--- config.mk ---
export PLATFORM = sky130hd
export DESIGN_NAME = axis_width_conv_wide_narrow
export DESIGN_NICKNAME = d
export VERILOG_FILES = /design/src/rtl/axis_width_conv_wide_narrow.sv
export SDC_FILE = /design/constraint.sdc
export NUM_CORES = 1
export LEC_CHECK = 0
export CAP_MARGIN = 40
export CORE_MARGIN = 2
export CORE_UTILIZATION = 30
export CTS_BUF_LIST = sky130_fd_sc_hd__clkbuf_4 sky130_fd_sc_hd__clkbuf_8
export CTS_CLUSTER_DIAMETER = 40
export DETAILED_ROUTE_END_ITERATION = 12
export PLACE_DENSITY = 0.59
export SKIP_LAST_GASP = 1
export SLEW_MARGIN = 10
export SYNTH_ARGS = -nofsm -noshare
export SYNTH_HDL_FRONTEND = slang
export SYNTH_SLANG_ARGS = --single-unit
--- constraint.sdc ---
create_clock -name clk -period 4.13 [get_ports clk]
set_clock_uncertainty 0.05 [all_clocks]
set_input_delay 1.0325 -clock clk [delete_from_list [all_inputs] [get_ports clk]]
set_output_delay 1.0325 -clock clk [all_outputs]
set_load 0.02 [all_outputs]
--- src/rtl/axis_width_conv_wide_narrow.sv ---
// Wide-to-narrow AXI-style stream converter: each M-bit word is emitted as M/N
// N-bit beats, most-significant slice first, from a two-page ping-pong buffer.
module axis_width_conv_wide_narrow #(
    parameter int N = 8,
    parameter int M = 24
) (
    input  logic         clk,
    input  logic         rst,
    output logic         s_axis_tnext,
    input  logic [M-1:0] s_axis_tdata,
    input  logic         s_axis_tfirst,
    input  logic         s_axis_tvalid,
    input  logic         m_axis_tnext,
    output logic [N-1:0] m_axis_tdata,
    output logic         m_axis_tfirst,
    output logic         m_axis_tvalid,
    output logic [15:0]  beat_count
);

    localparam int KN = M / N;
    localparam int PW = (KN > 1) ? $clog2(KN) : 1;
    localparam logic [PW-1:0] RD_TOP = PW'(KN - 1);

    generate
        if ((M % N) != 0 || KN < 2) begin : g_bad_width
            $error("axis_width_conv_wide_narrow: M must be an integer multiple (>=2) of N");
        end
    endgenerate

    logic [M-1:0]  r_buf [0:1];
    logic          r_first [0:1];
    logic          r_wr_page;
    logic          r_wr_ext;
    logic          r_rd_page;
    logic          r_rd_ext;
    logic [PW-1:0] r_rd_ptr;
    logic [15:0]   r_beat_count;

    logic          w_empty;
    logic          w_full;
    logic          w_wr_en;
    logic          w_rd_en;
    logic [M-1:0]  w_word;
    logic [N-1:0]  w_slice;

    // Ext bits distinguish the two laps of the page pointers, so equal pages
    // mean either empty or full depending on whether the laps match.
    assign w_empty = (r_wr_ext == r_rd_ext) && (r_wr_page == r_rd_page);
    assign w_full  = (r_wr_ext != r_rd_ext) && (r_wr_page == r_rd_page);

    assign s_axis_tnext = rst && s_axis_tvalid && !w_full;
    assign w_wr_en      = s_axis_tnext;
    assign w_rd_en      = rst && m_axis_tnext && !w_empty;

    assign w_word = r_buf[r_rd_page];

    always_comb begin
        w_slice = '0;
        for (int i = 0; i < KN; i++) begin
            if (r_rd_ptr == PW'(i)) begin
                w_slice = w_word[i*N +: N];
            end
        end
    end

    assign m_axis_tvalid = !w_empty;
    assign m_axis_tdata  = w_slice;
    assign m_axis_tfirst = r_first[r_rd_page] && (r_rd_ptr == RD_TOP);
    assign beat_count    = r_beat_count;

    always_ff @(posedge clk) begin
        if (!rst) begin
            r_buf[0]     <= '0;
            r_buf[1]     <= '0;
            r_first[0]   <= 1'b0;
            r_first[1]   <= 1'b0;
            r_wr_page    <= 1'b1;
            r_wr_ext     <= 1'b1;
            r_rd_page    <= 1'b1;
            r_rd_ext     <= 1'b1;
            r_rd_ptr     <= RD_TOP;
            r_beat_count <= '0;
        end else begin
            if (w_wr_en) begin
                r_buf[r_wr_page]   <= s_axis_tdata;
                r_first[r_wr_page] <= s_axis_tfirst;
                r_wr_page          <= ~r_wr_page;
                if (r_wr_page) begin
                    r_wr_ext <= ~r_wr_ext;
                end
            end
            if (w_rd_en) begin
                r_beat_count <= r_beat_count + 16'd1;
                if (r_rd_ptr != '0) begin
                    r_rd_ptr <= r_rd_ptr - PW'(1);
                end else begin
                    // Last slice of the word: hand the page back to the writer.
                    r_rd_ptr  <= RD_TOP;
                    r_rd_page <= ~r_rd_page;
                    if (r_rd_page) begin
                        r_rd_ext <= ~r_rd_ext;
                    end
                end
            end
        end
    end

endmodule

== After elaboration in Yosys (flattened, before gate mapping) ==
Memory sizes are Yosys's and may differ from the RTL's. A register that Yosys moved wholly into a read port is not among the register bits.
Cells that the tools add are included.

* Flip-flop bits (word level): 22
* Memory bits (writable): 50
* Input bits: 29
* Output and inout port bits: 27
* Word-level logic and storage cells: 54
* Memories: 2

{| class="wikitable"
|+ Memory list
! memory !! depth !! width !! read ports !! clocked after memory_dff !! write ports !! line !! RTL
|-
| r_buf || 2 || 24 || 1 || 1 || 2 || 30 || <nowiki>logic [M-1:0] r_buf [0:1];</nowiki>
|-
| r_first || 2 || 1 || 1 || 1 || 2 || 31 || <nowiki>logic r_first [0:1];</nowiki>
|}

* $add $sub $neg: 2
* Equality and inequality tests: 5
* Multiplexer cells: 18
* Bitwise gates (word level): 5
* Reductions and logical operators: 16

{| class="wikitable"
|+ Operator list
! cell !! count
|-
| $mux 24 || 1
|-
| $mux 8 || 3
|-
| $reduce_or 24->1 || 1
|-
| $add 16x1->16 const B || 1
|-
| $mux 1 || 13
|-
| $logic_and 1x1->1 || 7
|-
| $not 1->1 || 5
|-
| $reduce_and 2->1 || 2
|-
| $reduce_and 3->1 || 1
|-
| $eq 1x1->1 || 2
|-
| $eq 2x1->1 const B || 1
|-
| $eq 2x2->1 const B || 1
|-
| $logic_not 1->1 || 2
|-
| $logic_not 2->1 || 1
|-
| $mux 2 || 1
|-
| $reduce_bool 2->1 || 1
|-
| $sub 2x1->2 const B || 1
|-
| $ne 1x1->1 || 1
|-
| $reduce_or 1->1 || 1
|}

== Longest topological paths before layout ==
* Depth in word-level cells: 9
* Gate-level depth with buffers: 6
* Gate-level depth less buffers: 6

== Least setup slack after synthesis ==
OpenSTA, ideal clock, no wires.

* Path kind: input to register
* Start: input s_axis_tvalid
* End: memory r_buf[1][0], enable pin
* Library setup time: 0.384 ns
* Arrival time: 2.266 ns
* Data required time: 3.696 ns
* Path slack: 1.430 ns
* Stages on the path: 4
* Buffers on the path: 1
* Cell sequence: nand2_1 > a211oi_1 > clkbuf_1 > nand2b_1

{| class="wikitable"
|+ RTL lines
! item !! line !! RTL
|-
| start, declared || 12 || <nowiki>input logic s_axis_tvalid,</nowiki>
|-
| end, declared || 30 ||
|}

==> summary.txt <==
FF-to-FF Start: r_rd_ext
Synth Register Bits: 73
flop2flop setup slack: 2.03 ns
Critical Path RT: 3.05 ns
Synth Warn #: 0
WP data arrival: 2.61 ns
Total GRT Usage: 12.6%
Post-Syn Area per Cell: 11.6 µm²
Post-CTS Setup Bufs: 0
Net Switching: 0.000460 W
largest stage delay on the critical path: 0.65 ns
Layout area overhead: 27.3%
num ports: 56
CTS tree: built
XOR/XNOR Fraction of Synth Area: 3.07%
Hold Path Stages: 2
number of fill cells: 1078
hold_buf cts: 0
crit path kind: reg -> out
drt via density: 4.65
max_cap viols: 0
CP max-delay cell: dfxtp_1
syn_nets: 324
number of nets in the layout: 381
Initial Util: 30.9%
final hold violations: 0
initial antenna violation count: 0
post-synthesis mux area share: 8.03%
Die Ht: 110 µm
worst hold endpoint: r_first[0]
Logic pwr share: 17.1%
Flop pwr share: 49.6%
pin count of the biggest net entering global routing: 30
hold path start: r_first[0]
CTS Buffer Depth: 2
maximum vdd drop: 142 µV
adder-cell share of the synthesized area: 1.48%
chip width: 110 µm
first-pass GRT wire length: 11400 µm
Final setup viols: 0
cell area power density: 396 nW/µm²
Final ANT Viol Nets: 0
HPWL after detailed placement: 4670 µm
share of cells above drive strength 1: 10.5%
fin. max-slew vios: 0
actual slew at the worst max-slew pin: 0.692 ns
Congestion Overflow GR: 0
final total power: 0.00170 W
Clock Sinks: 73
Max H-tree Level: 3
DRT Pass-1 Iters: 5
count of cell types in the netlist: 37
maximum clock rate: 0.271 GHz
largest family of logic cells by synthesized area: simple AND/OR/NAND/NOR gates
run status: completed
Reg2Reg Capture Point: r_buf[0][1]
vias in the first global route: 2128
relative slew slack: 53.8%
Min-Delay Path Class: reg -> reg
Num CTS Buffers: 9
internal power: 0.00124 W
Core ar.: 10900 µm²
crit-path cells: buf_4 > mux2i_1 > nor2_1 > a211oi_1 > a21oi_1 > clkdlybuf4s50_1
min Tclk post-route: 3.69 ns
Worst setup EP type: output port
sequential cell area: 1940 µm²
Final GP Congestion: 0.797
drt wl/cell: 14.3 µm
Simple-Gate Fraction of Synth Area: 17.6%
vias: 2290
Worst-Skew Late Latency: 0.35 ns
final hold slack: 0.424 ns
# rows: 38
worst-case reg-to-reg path depth: 6
CP startpoint kind: flop
Clk pwr share: 33.3%
sequential element share of the synthesized area: 57.5%
leakage: 1.65 nW
final setup TNS: 0 ns
Gate Count Post-Synth: 291
Worst-path clk slew: 0.07 ns
ANT cells: 0
cell area after synthesis: 3380 µm²
DR iter-0 viols: 108
Port Buffer Count: 55
switch share: 27.0%
cts repair resizes: 0
Compound-Gate Fraction of Synth Area: 9.74%
Final period util: 89.3%
DRT Wirelength: 7060 µm
Die Area: 12100 µm²
RSZ-0062 raised after global routing: false
drt drc: 0
Worst Path Max Fanout: 13
clock root buffer: clkbuf_8
area occupied by multi-input gates: 1360 µm²
cell usage in the layout (no fill, tap or decap), drive strengths merged, types with 2 or more instances in the layout:
| cell type | Yosys | routed |
|---|---|---|
| a211oi | 9 | 9 |
| a21o | 2 | 2 |
| a21oi | 17 | 17 |
| and2 | 48 | 48 |
| and3 | 3 | 3 |
| and4 | 4 | 4 |
| buf | 5 | 7 |
| clkbuf | 11 | 9 |
| clkdlybuf4s50 | 0 | 55 |
| clkinv | 1 | 4 |
| dfxtp | 25 | 25 |
| edfxtp | 48 | 48 |
| ha | 4 | 4 |
| inv | 5 | 7 |
| mux2 | 7 | 7 |
| mux2i | 17 | 17 |
| nand2 | 15 | 15 |
| nand2b | 3 | 3 |
| nand3 | 3 | 3 |
| nand4 | 2 | 2 |
| nor2 | 16 | 16 |
| o2111ai | 2 | 2 |
| o211ai | 5 | 5 |
| o21ai | 11 | 11 |
| o31ai | 5 | 5 |
| or3 | 3 | 3 |
| or4 | 4 | 4 |
| xnor2 | 2 | 2 |
| xor2 | 9 | 9 |
worst max-delay path, delay by kind of cell, from the launching register on:
kind / cells / cell delay, ns
mux: 1 / 0.22
compound gates: 2 / 0.39
buf+inv: 2 / 0.94
simple gates: 1 / 0.06
flops: 1 / 0.65
final cells by class:
class | count | area share [%]
Sequential cell | 73 | 45.1
Clock buffer | 9 | 2.88
Multi-Input combinational cell | 196 | 31.6
Timing Repair Buffer | 62 | 14.0
Inverter | 6 | 0.524
Clock inverter | 7 | 1.77
Tap cell | 140 | 4.07
Yosys cell counts:
| master | instances | area share, % |
|---|---|---|
| and2_1 | 48 | 8.9 |
| edfxtp_1 | 48 | 43 |
| dfxtp_1 | 25 | 15 |
| a21oi_1 | 17 | 2.5 |
| mux2i_1 | 17 | 5.0 |
| nor2_1 | 16 | 1.8 |
| nand2_1 | 15 | 1.7 |
| clkbuf_1 | 11 | 1.2 |
| o21ai_0 | 10 | 1.5 |
| a211oi_1 | 9 | 2.0 |
| xor2_1 | 8 | 2.1 |
| mux2_2 | 7 | 2.3 |
| buf_2 | 5 | 0.74 |
| inv_1 | 5 | 0.56 |
| o31ai_1 | 5 | 1.1 |
| and4_1 | 4 | 1.0 |
| ha_1 | 4 | 1.5 |
| o211ai_1 | 4 | 0.89 |
| or4_1 | 4 | 0.89 |
| and3_1 | 3 | 0.56 |
| nand2b_1 | 3 | 0.56 |
| nand3_1 | 3 | 0.44 |
| or3_1 | 3 | 0.56 |
| a21o_1 | 2 | 0.44 |
| o2111ai_1 | 2 | 0.52 |
| xnor2_1 | 2 | 0.52 |
| a31o_2 | 1 | 0.26 |
| clkinv_1 | 1 | 0.11 |
| mux4_2 | 1 | 0.67 |
| nand4_1 | 1 | 0.19 |
| nand4_2 | 1 | 0.37 |
| nor2b_1 | 1 | 0.19 |
| o211ai_2 | 1 | 0.37 |
| o21ai_1 | 1 | 0.15 |
| or2_2 | 1 | 0.19 |
| or4b_1 | 1 | 0.30 |
| xor2_2 | 1 | 0.48 |
sequential cells by signal, summed over array words and instances, names as in the netlist, named ones only:
name	count
beat_count	16
r_buf	48
r_first	2
r_rd_ext	1
r_rd_page	1
r_rd_ptr	2
r_wr_ext	1
r_wr_page	1
cells by family after synthesis:
| group | Yosys count |
|---|---|
| mux | 25 |
| flops | 73 |
| simple gates | 104 |
| buf+inv | 22 |
| compound gates | 52 |
| fa+ha+maj | 4 |
| xor+xnor | 11 |
power by group through the flow:
stage / sequential (W) / clock (W) / combinational [W]
after global routing: 0.000849 / 0.000619 / 0.000315
after global placement: 0.000860 / 0 / 0.000294
after CTS: 0.000845 / 0.000585 / 0.000296
final: 0.000844 / 0.000567 / 0.000291
after detailed placement: 0.000861 / 0 / 0.000295
after floorplan: 0.000858 / 0 / 0.000160
layer usage:
layer / routed length [µm] / global-route usage (%) / up-vias
li1: - / - / 1165
met1: 3300 / 17.3 / 1084
met2: 3430 / 19.0 / 35
met3: 246 / 3.53 / 6
met4: 81 / 4.82 / 0
met5: 0 / 0 / -
worst max-delay path by stage:
stage                      endpoint           from
floorplan               r_buf[1][0]  s_axis_tvalid
global placement       s_axis_tnext            rst
detailed placement     s_axis_tnext            rst
CTS                 m_axis_tdata[1]           flop
global route        m_axis_tdata[1]           flop
finish              m_axis_tdata[0]           flop
per-stage QoR:
step	util, %	instance area, µm²	cells	setup WS, ns
global route	39.3	4300	493	0.198
finish	39.3	4300	493	0.441
CTS	39.3	4300	493	0.358
floorplan	-	3380	291	1.43
global placement	37.5	4100	477	0.643
detailed placement	37.5	4100	477	0.630
No activity file was read; power rests on OpenSTA's default activity.
